--- src/rtl/seg_disp_pkg.sv ---
// Shared seven-segment display definitions: blanking constants, hex glyph table, arbiter state.
package seg_disp_pkg;

    localparam logic [6:0] SEG_BLANK = 7'b1111111;
    localparam logic [3:0] AN_OFF    = 4'b1111;

    // Active-low {g,f,e,d,c,b,a} glyphs; entry n is the glyph for hex digit n.
    localparam logic [15:0][6:0] HEX_SEG = {
        7'b0001110,  // F
        7'b0000110,  // E
        7'b0100001,  // d
        7'b1000110,  // C
        7'b0000011,  // b
        7'b0001000,  // A
        7'b0010000,  // 9
        7'b0000000,  // 8
        7'b1111000,  // 7
        7'b0000010,  // 6
        7'b0010010,  // 5
        7'b0011001,  // 4
        7'b0110000,  // 3
        7'b0100100,  // 2
        7'b1111001,  // 1
        7'b1000000   // 0
    };

    typedef enum logic {
        ST_IDLE,
        ST_OWN
    } state_t;

endpackage

--- src/rtl/hex_to_seg.sv ---
// Combinational hex nibble to active-low seven-segment decoder.
module hex_to_seg
    import seg_disp_pkg::*;
(
    input  logic [3:0] nibble,
    output logic [6:0] seg_c
);

    assign seg_c = HEX_SEG[nibble];

endmodule

--- src/rtl/seg_scan_arbiter.sv ---
// Round-robin sharing of a 4-digit seven-segment display with frame-aligned grants,
// minimum hold time and anti-ghosting blanking at the start of each digit slot.
module seg_scan_arbiter
    import seg_disp_pkg::*;
#(
    parameter int unsigned N_REQ       = 4,
    parameter int unsigned SCAN_DIV    = 200,
    parameter int unsigned BLANK_CYC   = 8,
    parameter int unsigned HOLD_FRAMES = 64
) (
    input  logic                clk,
    input  logic                rst,
    input  logic [N_REQ-1:0]    req,
    input  logic [16*N_REQ-1:0] value,
    output logic [N_REQ-1:0]    gnt,
    output logic [3:0]          an,
    output logic [6:0]          seg,
    output logic                frame_done
);

    localparam int unsigned IDX_W  = (N_REQ > 1) ? $clog2(N_REQ) : 1;
    localparam int unsigned DIV_W  = (SCAN_DIV > 1) ? $clog2(SCAN_DIV) : 1;
    localparam int unsigned HOLD_W = $clog2(HOLD_FRAMES) + 1;

    state_t            state, state_nxt;
    logic [IDX_W-1:0]  owner, owner_nxt;
    logic [IDX_W-1:0]  rr_ptr, rr_nxt;
    logic [HOLD_W-1:0] hold_cnt, hold_nxt;
    logic [DIV_W-1:0]  div_cnt, div_nxt;
    logic [1:0]        dig, dig_nxt;
    logic [15:0]       disp_val, disp_nxt;
    logic [N_REQ-1:0]  gnt_nxt;
    logic [3:0]        an_nxt;
    logic [6:0]        seg_nxt;
    logic [6:0]        glyph;
    logic [IDX_W:0]    pick;
    logic              slot_tick;
    logic              boundary;

    // First requester at or after start, wrapping; MSB flags whether any was found.
    function automatic logic [IDX_W:0] rr_pick(input logic [N_REQ-1:0] r,
                                               input logic [IDX_W-1:0] start);
        logic [IDX_W:0] res;
        int unsigned    p;
        res = '0;
        for (int unsigned k = 0; k < N_REQ; k++) begin
            p = (32'(start) + k) % N_REQ;
            if (!res[IDX_W] && r[IDX_W'(p)]) begin
                res = {1'b1, IDX_W'(p)};
            end
        end
        return res;
    endfunction

    function automatic logic [IDX_W-1:0] wrap_inc(input logic [IDX_W-1:0] i);
        return IDX_W'((32'(i) + 32'd1) % N_REQ);
    endfunction

    assign slot_tick = (div_cnt == DIV_W'(SCAN_DIV - 1));
    assign boundary  = slot_tick && (dig == 2'd3);

    hex_to_seg u_hex_to_seg (
        .nibble (disp_val[{dig, 2'b00} +: 4]),
        .seg_c  (glyph)
    );

    // Arbitration and display capture; only the frame boundary can change ownership.
    always_comb begin
        state_nxt = state;
        owner_nxt = owner;
        rr_nxt    = rr_ptr;
        hold_nxt  = hold_cnt;
        disp_nxt  = disp_val;
        pick      = '0;

        if (boundary) begin
            case (state)
                ST_IDLE: begin
                    pick = rr_pick(req, rr_ptr);
                    if (pick[IDX_W]) begin
                        state_nxt = ST_OWN;
                        owner_nxt = pick[IDX_W-1:0];
                        rr_nxt    = wrap_inc(pick[IDX_W-1:0]);
                        hold_nxt  = '0;
                    end
                end
                ST_OWN: begin
                    if (!req[owner]) begin
                        pick     = rr_pick(req, wrap_inc(owner));
                        hold_nxt = '0;
                        if (pick[IDX_W]) begin
                            owner_nxt = pick[IDX_W-1:0];
                            rr_nxt    = wrap_inc(pick[IDX_W-1:0]);
                        end else begin
                            state_nxt = ST_IDLE;
                        end
                    end else if (hold_cnt < HOLD_W'(HOLD_FRAMES - 1)) begin
                        hold_nxt = hold_cnt + HOLD_W'(1);
                    end else begin
                        // Owner still requests, so the scan only lands on it if nobody else does.
                        pick = rr_pick(req, wrap_inc(owner));
                        if (pick[IDX_W-1:0] != owner) begin
                            owner_nxt = pick[IDX_W-1:0];
                            rr_nxt    = wrap_inc(pick[IDX_W-1:0]);
                            hold_nxt  = '0;
                        end
                    end
                end
                default: state_nxt = ST_IDLE;
            endcase

            if (state_nxt == ST_OWN) begin
                disp_nxt = value[{owner_nxt, 4'b0000} +: 16];
            end
        end
    end

    // Scan counters and registered pin values derived from the current slot position.
    always_comb begin
        div_nxt = slot_tick ? '0 : div_cnt + DIV_W'(1);
        dig_nxt = slot_tick ? dig + 2'd1 : dig;
        gnt_nxt = (state_nxt == ST_OWN) ? (N_REQ'(1) << owner_nxt) : '0;
        an_nxt  = AN_OFF;
        seg_nxt = SEG_BLANK;
        if (state == ST_OWN && div_cnt >= DIV_W'(BLANK_CYC)) begin
            an_nxt  = ~(4'b0001 << dig);
            seg_nxt = glyph;
        end
    end

    always_ff @(posedge clk or posedge rst) begin
        if (rst) begin
            state      <= ST_IDLE;
            owner      <= '0;
            rr_ptr     <= '0;
            hold_cnt   <= '0;
            div_cnt    <= '0;
            dig        <= '0;
            disp_val   <= '0;
            gnt        <= '0;
            an         <= AN_OFF;
            seg        <= SEG_BLANK;
            frame_done <= 1'b0;
        end else begin
            state      <= state_nxt;
            owner      <= owner_nxt;
            rr_ptr     <= rr_nxt;
            hold_cnt   <= hold_nxt;
            div_cnt    <= div_nxt;
            dig        <= dig_nxt;
            disp_val   <= disp_nxt;
            gnt        <= gnt_nxt;
            an         <= an_nxt;
            seg        <= seg_nxt;
            frame_done <= boundary;
        end
    end

endmodule
--- config.mk ---
export PLATFORM = sky130hd
export DESIGN_NAME = seg_scan_arbiter
export DESIGN_NICKNAME = d
export VERILOG_FILES = /design/src/rtl/seg_disp_pkg.sv /design/src/rtl/hex_to_seg.sv /design/src/rtl/seg_scan_arbiter.sv
export SDC_FILE = /design/constraint.sdc
export NUM_CORES = 1
export LEC_CHECK = 0
export CORE_MARGIN = 3
export CORE_UTILIZATION = 50
export CTS_CLUSTER_DIAMETER = 200
export CTS_CLUSTER_SIZE = 25
export DETAILED_ROUTE_END_ITERATION = 8
export PLACE_DENSITY = 0.81
export SYNTH_ARGS = -nofsm -noshare
export SYNTH_HDL_FRONTEND = slang
export SYNTH_SLANG_ARGS = --single-unit
--- constraint.sdc ---
create_clock -name clk -period 3.4 [get_ports clk]
set_input_delay 0.68 -clock clk [delete_from_list [all_inputs] [get_ports clk]]
set_output_delay 0.68 -clock clk [all_outputs]
set_load 0.05 [all_outputs]
==> flow_summary.json <==
{
  "grt_antenna_before_repair": 0,
  "cts_hold_buf": 0,
  "cts_buffers": 5,
  "grt_pass1_wl_um": 13500,
  "wl_per_cell_um": 15.8,
  "synth_warnings": 0,
  "die_w_um": 89.6,
  "outcome": "completed",
  "max-vdd-ir-drop_mv": 0.168,
  "core_mm2": 0.00657,
  "synth_top_area_share_pct": 30.8,
  "die_h_um": 89.6,
  "synth.distinct_cells": 54,
  "die-area_mm2": 0.00802,
  "worstPathRequired_ps": 3610,
  "synth-seq-cells": 54,
  "initial_core_util_pct": 53.2,
  "max_cap_viol_count": 0,
  "fin_crit_ps": 3030,
  "use_met3_pct": 3.23,
  "syn_area_mm2": 0.00349,
  "dpl_cell_area_mm2": 0.00445,
  "worst-setup-path-type": "in -> reg",
  "track_usage_pct": 21.5,
  "drv_slew": 0,
  "clk_path_buf_depth": 2,
  "netlist_instances": 348,
  "portBuffers": 85,
  "clk_latency_ps": 310,
  "hold_viol_final": 0,
  "fin_setup_tns_ps": 0,
  "syn_nets": 431,
  "firstDrtPassIters": 5,
  "synth_area_leaders": "dfrtp_1 (31%), mux2i_1 (11%), dfstp_2 (8.3%)",
  "cp.arrival_ps": 3240,
  "ios": 86,
  "clock_sinks": 54,
  "top_usage_layer": "met2",
  "slew_headroom_pct": 20.9,
  "drive_above_1_share_pct": 13.3,
  "clock_skew_ps": 16.5,
  "synth_top_flop_cell": "dfrtp_1",
  "synth_edf_count": 0,
  "dp_hpwl_um": 6370,
  "grt_overflow_total": 0,
  "clkSlewWorstSetupHoldPaths_ps": 80,
  "setup_viol": 0,
  "synth_area_per_cell_um2": 10.0,
  "drtIter0Drc": 226,
  "cts_root_buffer": "clkbuf_8",
  "place_congestion": 0.859,
  "antenna_cells": 0,
  "nNetsFinal": 512,
  "multi_input_area_mm2": 0.00195,
  "hold_ws_ps": 491,
  "utilization_pct": 69.4,
  "worst_pin_slew_ps": 1180,
  "grt_pass1_vias": 2848,
  "use_met1_pct": 28.5,
  "rsz0062_at_grt": "no",
  "grt_max_degree": 45,
  "ctsResizeCount": 0,
  "rows": 29,
  "ctsHtreeMaxLevel": 2,
  "synth_seq_area_share_pct": 39.1,
  "fin_crit_sh_pct": 89.3,
  "post-route-drc-count": 0,
  "post-cts-setup-buffer-count": 0,
  "yosysTopAreaCell": "dfrtp_1",
  "ant_nets": 0,
  "cts_tree": "built",
  "power_density_mw_per_mm2": 319,
  "final_area_mm2": 0.00456,
  "max_freq_mhz": 330,
  "regArea_mm2": 0.00137,
  "power_leakage_nw": 1.90,
  "endpoint_kind": "flop",
  "crit_fanout": 16,
  "vias_per_cell": 5.48,
  "grt_use_met2_pct": 36.8,
  "via_count": 2867,
  "wl_um": 8280,
  "synthArstFlopShare_pct": 100,
  "cp-start-kind": "input port",
  "area_growth_pct": 30.6,
  "hold_class": "reg -> reg",
  "power_mw": 1.45,
  "num-fill-cells": 509
}
sequential cells by signal, summed over array words and instances, names as in the netlist:
register / count
an: 4
dig: 2
disp_val: 16
div_cnt: 8
frame_done: 1
gnt: 4
hold_cnt: 7
owner: 2
rr_ptr: 2
seg: 7
state: 1
final cells by class:
type | count | share of cell area [%]
Timing Repair Buffer | 96 | 20.7
Multi-Input combinational cell | 253 | 42.8
Tap cell | 93 | 2.55
Clock inverter | 2 | 0.823
Sequential cell | 54 | 29.9
Inverter | 19 | 1.56
Clock buffer | 6 | 1.59
per-layer routing:
layer,vias to the layer above,share of wire [%]
met1,1370,44
met2,73,52
met3,7,3.7
li1,1417,-
met5,-,0
met4,0,0.94
worst max-delay path: stages:
cell and delay [ps]:
clkdlybuf4s50_1 750, nand2b_1 140, a21oi_1 170, a221oi_1 90
mux2_4 290, a2111o_1 490, or2_1 230, buf_4 210
o221ai_1 180
logic make-up after synthesis:
family,share of synthesized area [%]
XOR/XNOR,1.76
AND/OR/NAND/NOR,15.0
buffers and inverters,5.27
multiplexers,15.2
AO/OA/AOI/OAI,19.0
adder cells (fa/ha/maj),4.66
flip-flops,39.1
metrics by stage:
stage	instances	setup WS, ps
after floorplan	348	810
after global placement	515	187
after detailed placement	515	108
after CTS	523	424
after global routing	523	186
final	523	365
cells in the mapped netlist (all sizes together) (3+ instances only):
master  count
nor2b       6
and3        5
and2        3
xor2        6
nor3        4
mux2i      37
o21ai      18
clkbuf     10
o211ai      3
nand2b     12
nor2       17
buf        12
nand2      42
dfrtp      43
ha         13
a21o        5
nand3       7
a41oi       3
inv        19
dfstp      11
mux4        6
a21oi      15
o221ai     21
report_power, final:
part	switching, mW	internal, mW
sequential	0.0112	0.666
clock	0.212	0.220
combinational	0.169	0.175
layout by cell type, fill, tap and decap left out, types with 3 or more instances in the layout:
| cell | netlist | routed |
|---|---|---|
| mux2i_1 | 37 | 37 |
| o221ai_2 | 10 | 10 |
| dfrtp_1 | 43 | 43 |
| inv_1 | 18 | 17 |
| nand2b_1 | 12 | 12 |
| dfstp_2 | 11 | 11 |
| o21ai_0 | 18 | 18 |
| nand2_1 | 42 | 42 |
| buf_4 | 1 | 10 |
| nor3_1 | 4 | 4 |
| mux4_2 | 6 | 6 |
| nor2_1 | 17 | 17 |
| a21o_1 | 5 | 5 |
| o221ai_1 | 11 | 11 |
| and3_1 | 4 | 4 |
| a21oi_1 | 15 | 15 |
| ha_1 | 13 | 13 |
| nor2b_1 | 6 | 6 |
| clkdlybuf4s50_1 | 0 | 85 |
| clkbuf_8 | 0 | 5 |
| and2_1 | 3 | 3 |
| xor2_1 | 6 | 6 |
| nand3_1 | 7 | 7 |
path summary, 6_finish.rpt:
check	start	endpoint	slack (ps)	cells past startpoint
min	disp_val[8]$_DFFE_PP0P_	disp_val[8]$_DFFE_PP0P_	490	2
max in group asynchronous	rst	an[3]$_DFF_PP1_	1750	3
min in group asynchronous	rst	gnt[2]$_DFF_PP0_	880	2
max reg2reg	owner[0]$_DFF_PP0_	disp_val[14]$_DFFE_PP0P_	850	6
max	req[1]	disp_val[14]$_DFFE_PP0P_	370	9
min reg2reg	disp_val[8]$_DFFE_PP0P_	disp_val[8]$_DFFE_PP0P_	490	2
Note: power is estimated with default switching activity, not from simulation.
